===== src/rtl/i2s_pkg.sv =====
// Shared types and constants for the I2S master bus sequencer.
package i2s_pkg;

   typedef enum logic [1:0] {
      ST_IDLE  = 2'd0,
      ST_RUN   = 2'd1,
      ST_DRAIN = 2'd2
   } i2s_state_e;

   localparam int unsigned DEFAULT_WORD_BITS = 32;
   localparam int unsigned BIT_IDX_W         = $clog2(DEFAULT_WORD_BITS);

endpackage


===== src/rtl/i2s_edge_timer.sv =====
// Half-period counter that toggles sck every div aclk cycles and emits
// registered rise/fall strobes coincident with the sck edge they mark.
module i2s_edge_timer #(
   parameter int CLK_DIV_W = 8
) (
   input  logic                 clk,
   input  logic                 rst_n,
   input  logic                 clear,
   input  logic                 run,
   input  logic [CLK_DIV_W-1:0] div,
   output logic                 sck,
   output logic                 rise,
   output logic                 fall,
   output logic                 fall_next
);

   logic [CLK_DIV_W-1:0] cnt;
   logic                 at_wrap;

   assign at_wrap = (cnt == div - CLK_DIV_W'(1));
   // Lets the owner update bit/slot state on the same edge sck drops.
   assign fall_next = run & at_wrap & sck;

   always_ff @(posedge clk or negedge rst_n) begin
      if (!rst_n) begin
         cnt  <= '0;
         sck  <= 1'b0;
         rise <= 1'b0;
         fall <= 1'b0;
      end else if (clear) begin
         cnt  <= '0;
         sck  <= 1'b0;
         rise <= 1'b0;
         fall <= 1'b0;
      end else if (run) begin
         if (at_wrap) begin
            cnt  <= '0;
            sck  <= ~sck;
            rise <= ~sck;
            fall <= sck;
         end else begin
            cnt  <= cnt + CLK_DIV_W'(1);
            rise <= 1'b0;
            fall <= 1'b0;
         end
      end else begin
         rise <= 1'b0;
         fall <= 1'b0;
      end
   end

endmodule


===== src/rtl/i2s_bus_controller.sv =====
// I2S master bus sequencer: sck/ws generation with frame-aligned start/stop.
// Optional frame counter enabled by defining I2S_BUS_CTRL_FRAME_CNT_EN.
module i2s_bus_controller
   import i2s_pkg::*;
#(
   parameter int CLK_DIV_W   = 8,
   parameter int WORD_BITS   = DEFAULT_WORD_BITS,
   parameter int FRAME_CNT_W = 16
) (
   input  logic                         aclk,
   input  logic                         aresetn,
   input  logic                         enable_in,
   input  logic [CLK_DIV_W-1:0]         div_in,
   output logic                         sck,
   output logic                         ws,
   output logic                         running_out,
   output logic                         sck_rise_out,
   output logic                         sck_fall_out,
   output logic [$clog2(WORD_BITS)-1:0] bit_idx_out,
   output logic                         frame_start_out,
   output logic [FRAME_CNT_W-1:0]       frame_cnt_out
);

   localparam int IDX_W = $clog2(WORD_BITS);
   localparam logic [IDX_W-1:0] LAST_BIT = IDX_W'(WORD_BITS - 1);

   function automatic logic [CLK_DIV_W-1:0] eff_div(input logic [CLK_DIV_W-1:0] d);
      return (d == '0) ? CLK_DIV_W'(1) : d;
   endfunction

   i2s_state_e           state, state_next;
   logic [CLK_DIV_W-1:0] div_q;
   logic                 start, stop;
   logic                 timer_run, fall_next;
   logic                 slot_wrap, frame_wrap;
   logic [IDX_W-1:0]     bit_idx;
   logic                 ws_q, frame_start_q, running_q;

   assign timer_run  = (state != ST_IDLE);
   assign slot_wrap  = fall_next && (bit_idx == LAST_BIT);
   assign frame_wrap = slot_wrap && ws_q;

   i2s_edge_timer #(
      .CLK_DIV_W (CLK_DIV_W)
   ) u_edge_timer (
      .clk       (aclk),
      .rst_n     (aresetn),
      .clear     (start),
      .run       (timer_run),
      .div       (div_q),
      .sck       (sck),
      .rise      (sck_rise_out),
      .fall      (sck_fall_out),
      .fall_next (fall_next)
   );

   always_ff @(posedge aclk or negedge aresetn) begin
      if (!aresetn) begin
         state <= ST_IDLE;
      end else begin
         state <= state_next;
      end
   end

   always_comb begin
      state_next = state;
      start      = 1'b0;
      stop       = 1'b0;
      case (state)
         ST_IDLE: begin
            if (enable_in) begin
               state_next = ST_RUN;
               start      = 1'b1;
            end
         end
         ST_RUN: begin
            if (!enable_in) begin
               state_next = ST_DRAIN;
            end
         end
         ST_DRAIN: begin
            // Only a frame boundary may end the bus; re-enable resumes mid-frame.
            if (frame_wrap && !enable_in) begin
               state_next = ST_IDLE;
               stop       = 1'b1;
            end else if (enable_in) begin
               state_next = ST_RUN;
            end
         end
         default: begin
            state_next = ST_IDLE;
         end
      endcase
   end

   always_ff @(posedge aclk or negedge aresetn) begin
      if (!aresetn) begin
         div_q <= CLK_DIV_W'(1);
      end else if (start) begin
         div_q <= eff_div(div_in);
      end
   end

   always_ff @(posedge aclk or negedge aresetn) begin
      if (!aresetn) begin
         bit_idx       <= '0;
         ws_q          <= 1'b0;
         frame_start_q <= 1'b0;
         running_q     <= 1'b0;
      end else begin
         running_q <= (state_next != ST_IDLE);
         if (start) begin
            bit_idx       <= '0;
            ws_q          <= 1'b0;
            frame_start_q <= 1'b1;
         end else if (stop) begin
            bit_idx       <= '0;
            ws_q          <= 1'b0;
            frame_start_q <= 1'b0;
         end else if (fall_next) begin
            bit_idx       <= slot_wrap ? '0 : bit_idx + IDX_W'(1);
            ws_q          <= slot_wrap ? ~ws_q : ws_q;
            frame_start_q <= frame_wrap;
         end else begin
            frame_start_q <= 1'b0;
         end
      end
   end

`ifdef I2S_BUS_CTRL_FRAME_CNT_EN
   logic [FRAME_CNT_W-1:0] frame_cnt_q;

   // Held through IDLE so the last run's count stays visible until restart.
   always_ff @(posedge aclk or negedge aresetn) begin
      if (!aresetn) begin
         frame_cnt_q <= '0;
      end else if (start) begin
         frame_cnt_q <= FRAME_CNT_W'(1);
      end else if (frame_wrap && !stop) begin
         frame_cnt_q <= frame_cnt_q + FRAME_CNT_W'(1);
      end
   end

   assign frame_cnt_out = frame_cnt_q;
`else
   assign frame_cnt_out = '0;
`endif

   assign ws              = ws_q;
   assign bit_idx_out     = bit_idx;
   assign frame_start_out = frame_start_q;
   assign running_out     = running_q;

endmodule


===== config.mk =====
export PLATFORM = sky130hd
export DESIGN_NAME = i2s_bus_controller
export DESIGN_NICKNAME = d
export VERILOG_FILES = /design/src/rtl/i2s_pkg.sv /design/src/rtl/i2s_edge_timer.sv /design/src/rtl/i2s_bus_controller.sv
export SDC_FILE = /design/constraint.sdc
export NUM_CORES = 1
export LEC_CHECK = 0
export CORE_MARGIN = 5
export CORE_UTILIZATION = 46
export DETAILED_ROUTE_END_ITERATION = 7
export PLACE_DENSITY = 0.72
export SYNTH_ARGS = -nofsm -noshare
export SYNTH_HDL_FRONTEND = slang
export SYNTH_SLANG_ARGS = --single-unit

===== constraint.sdc =====
create_clock -name aclk -period 2.16 [get_ports aclk]
set_clock_uncertainty 0.05 [all_clocks]
set_input_delay 0.432 -clock aclk [delete_from_list [all_inputs] [get_ports aclk]]
set_output_delay 0.432 -clock aclk [all_outputs]
set_load 0.02 [all_outputs]

==> impl_metrics.tcl <==
set metrics [dict create \
    status "complete, but fails checks" \
    violations "negative setup slack" \
    ant_nets 0 \
    fin_crit_ns 2.38 \
    switching_share 0.329 \
    grt_pass1_vias 1620 \
    hold_viol_final 0 \
    ir_worst_vdd_uv 466 \
    synth_top_area_frac 0.392 \
    final_util 0.666 \
    r2r_start "div_q[6]" \
    worst-r2r-cell-count 6 \
    critPathArrivalTime_ns 2.53 \
    htreeDepth 2 \
    antenna_found_initial 0 \
    fillCellCount 301 \
    grt_pass1_wl_um 7380 \
    viasPerCell 5.44 \
    grt_max_degree 30 \
    crit_start "div_q[6]" \
    critPathMaxFanout 4 \
    maxCapViolCount 0 \
    cp.required_ns 2.31 \
    fin_ws_ns -0.219 \
    timing.reg2reg.setup_slack_ns -0.22 \
    yosysSeqAreaShare 0.406 \
    crit_type "reg -> reg" \
    power.leakage_nw 1.04 \
    cts_hold_buf 0 \
    yosysWarnings 0 \
    grt.total_usage 0.179 \
    cts_buffer_depth 2 \
    coreArea_um2 3720 \
    setup_viol 19 \
    synth_top_area_cell "dfrtp_1" \
    synth-seq-cells 29 \
    grt_remaining_overflow 0 \
    clock.fmax_ghz 0.420 \
    die_h_um 72.4 \
    drc 0 \
    io_pins 38 \
    wire_per_inst_um 15.7 \
    power_frac_comb 0.368 \
    reg2reg_to "ws" \
    pwr-share-clk 0.295 \
    seqPwrFrac 0.338 \
    cp-endpoint "ws" \
    rsz0062_at_grt "yes" \
    cts.sinks 29 \
    synthesis.area_um2 1790 \
    async_flop_share 1.00 \
    ys.flop_type "dfrtp_1" \
    dp_hpwl_um 3030 \
    initial_utilization 0.481 \
    fp.dieW_um 72.4 \
    drive_gt1_frac 0.303 \
    numPortBuffers 21 \
    cp-start-kind "register" \
    yosys.cell_types.count 46 \
    cts_root_buf "clkbuf_8" \
    synthesis.instances 195 \
    tns_ns -2.89 \
    diodes 0 \
    cts_tree "done" \
    hp-class "reg -> reg" \
    synth_area_per_cell_um2 9.18 \
    synth_edf_count 0 \
    p_switching_w 0.000662 \
    gp_congestion 0.816 \
    min_period_over_period 1.10 \
    dr.pass1.iters 6 \
    clkSlewWorstSetupHoldPaths_ns 0.07 \
    slew_viol_final 0 \
    pwr_density_cell_nw_per_um2 812 \
    power.internal_w 0.00135 \
    final_cell_mix "28 x dfrtp_1, 28 x buf_4, 24 x nand2_1, 21 x clkdlybuf4s50_1, 16 x conb_1" \
    die-area_um2 5240 \
    drt-initial-drc-count 84 \
    rows 22 \
    insertion_delay_ns 0.28 \
    synth.area.top_cells "dfrtp_1 39%, buf_4 6.7%, nand2_1 5.2%, xnor2_1 3.4%, ha_1 2.8%" \
    cts_made_buffers 5 \
    routed_wl_um 4570 \
    vias 1589 \
    syn2layout_area_growth_pct 38.4 \
    fin_nets 258 \
    critPathCaptureType "register" \
]
[sequential cells by signal, summed over array words and instances (netlist names)]
name and count:
bit_idx_out 5, u_edge_timer.cnt 8, u_edge_timer.sck 1, u_edge_timer.fall 1, u_edge_timer.rise 1, state 2
div_q 8, frame_start_out 1, running_out 1, ws 1
[cell usage after synthesis (4+ instances only)]
| library cell | n |
|---|---|
| nand3_1 | 10 |
| nand2_1 | 25 |
| inv_1 | 8 |
| xnor2_1 | 7 |
| o21ai_0 | 10 |
| dfrtp_1 | 28 |
| nand4_1 | 5 |
| or4_1 | 4 |
| clkbuf_1 | 5 |
| buf_4 | 16 |
| a21oi_1 | 7 |
| nand2b_1 | 4 |
| ha_1 | 4 |
| nor3_1 | 5 |
| a31oi_1 | 7 |
[final cells by class]
class,count,area (µm²),share of cell area
Inverter,8,30.0,0.0121
Tap cell,48,60.1,0.0243
Multi-Input combinational cell,149,1110,0.449
Sequential cell,29,727,0.294
Clock buffer,7,86.3,0.0349
Clock inverter,1,30.0,0.0121
Timing Repair Buffer,50,432,0.174
[power by group through the flow]
stage	Clock, W	Combinational (W)	Sequential, W
final	0.000592	0.000739	0.000679
after global routing	0.000614	0.000799	0.000690
after CTS	0.000596	0.000701	0.000676
after detailed placement	0	0.000608	0.000681
after global placement	0	0.000594	0.000679
after floorplan	0	0.000379	0.000690
[worst min path at each step]
stage                           to  cells after the start  slack [ns]     start
floorplan           bit_idx_out[0]                      0        0.09   aresetn
finish                    state[0]                      1        0.47  state[1]
detailed placement        state[0]                      1        0.47  state[1]
global placement          state[0]                      1        0.46  state[1]
CTS                       state[0]                      1        0.48  state[1]
global route              div_q[7]                      2        0.52  div_q[7]
[through the flow]
| step | cell area [µm²] | setup WS (ns) | cells | hold slack (ns) | total power, W |
|---|---|---|---|---|---|
| floorplan | 1850 | -0.161 | 210 | 0.0864 | 0.00107 |
| global placement | 2160 | -0.239 | 282 | 0.460 | 0.00127 |
| detailed placement | 2160 | -0.276 | 282 | 0.467 | 0.00129 |
| CTS | 2390 | -0.259 | 292 | 0.477 | 0.00197 |
| global route | 2480 | -0.306 | 292 | 0.519 | 0.00210 |
| finish | 2480 | -0.219 | 292 | 0.473 | 0.00201 |
[what timing repair did]
action	4_1_cts	5_1_grt
pin swaps	9	11
setup buffers	2	0
gates resized for setup	23	18
setup endpoints to repair	19	19
gates cloned	1	0
[cell families after synthesis]
kind of cell | share of synthesized area
fa+ha+maj | 0.0280
xor+xnor | 0.0392
buf+inv | 0.103
flops | 0.406
compound gates | 0.176
mux | 0.0168
simple gates | 0.229
other cells | 0.00210
[per-layer routing]
| layer | wire length (µm) | GRT usage |
|---|---|---|
| met5 | 0 | 0 |
| met4 | 37 | 0.0647 |
| met3 | 178 | 0.0346 |
| met2 | 2390 | 0.294 |
| met1 | 1970 | 0.233 |
[critical path, cell delays in order (launching register included)]
cell and delay [ns]:
dfrtp_1 0.38, or4_4 0.53, or3_4 0.40, a32oi_4 0.25, nand3_4 0.12, or4_4 0.44
a21oi_2 0.13
Note: power is estimated with default switching activity, not from simulation.
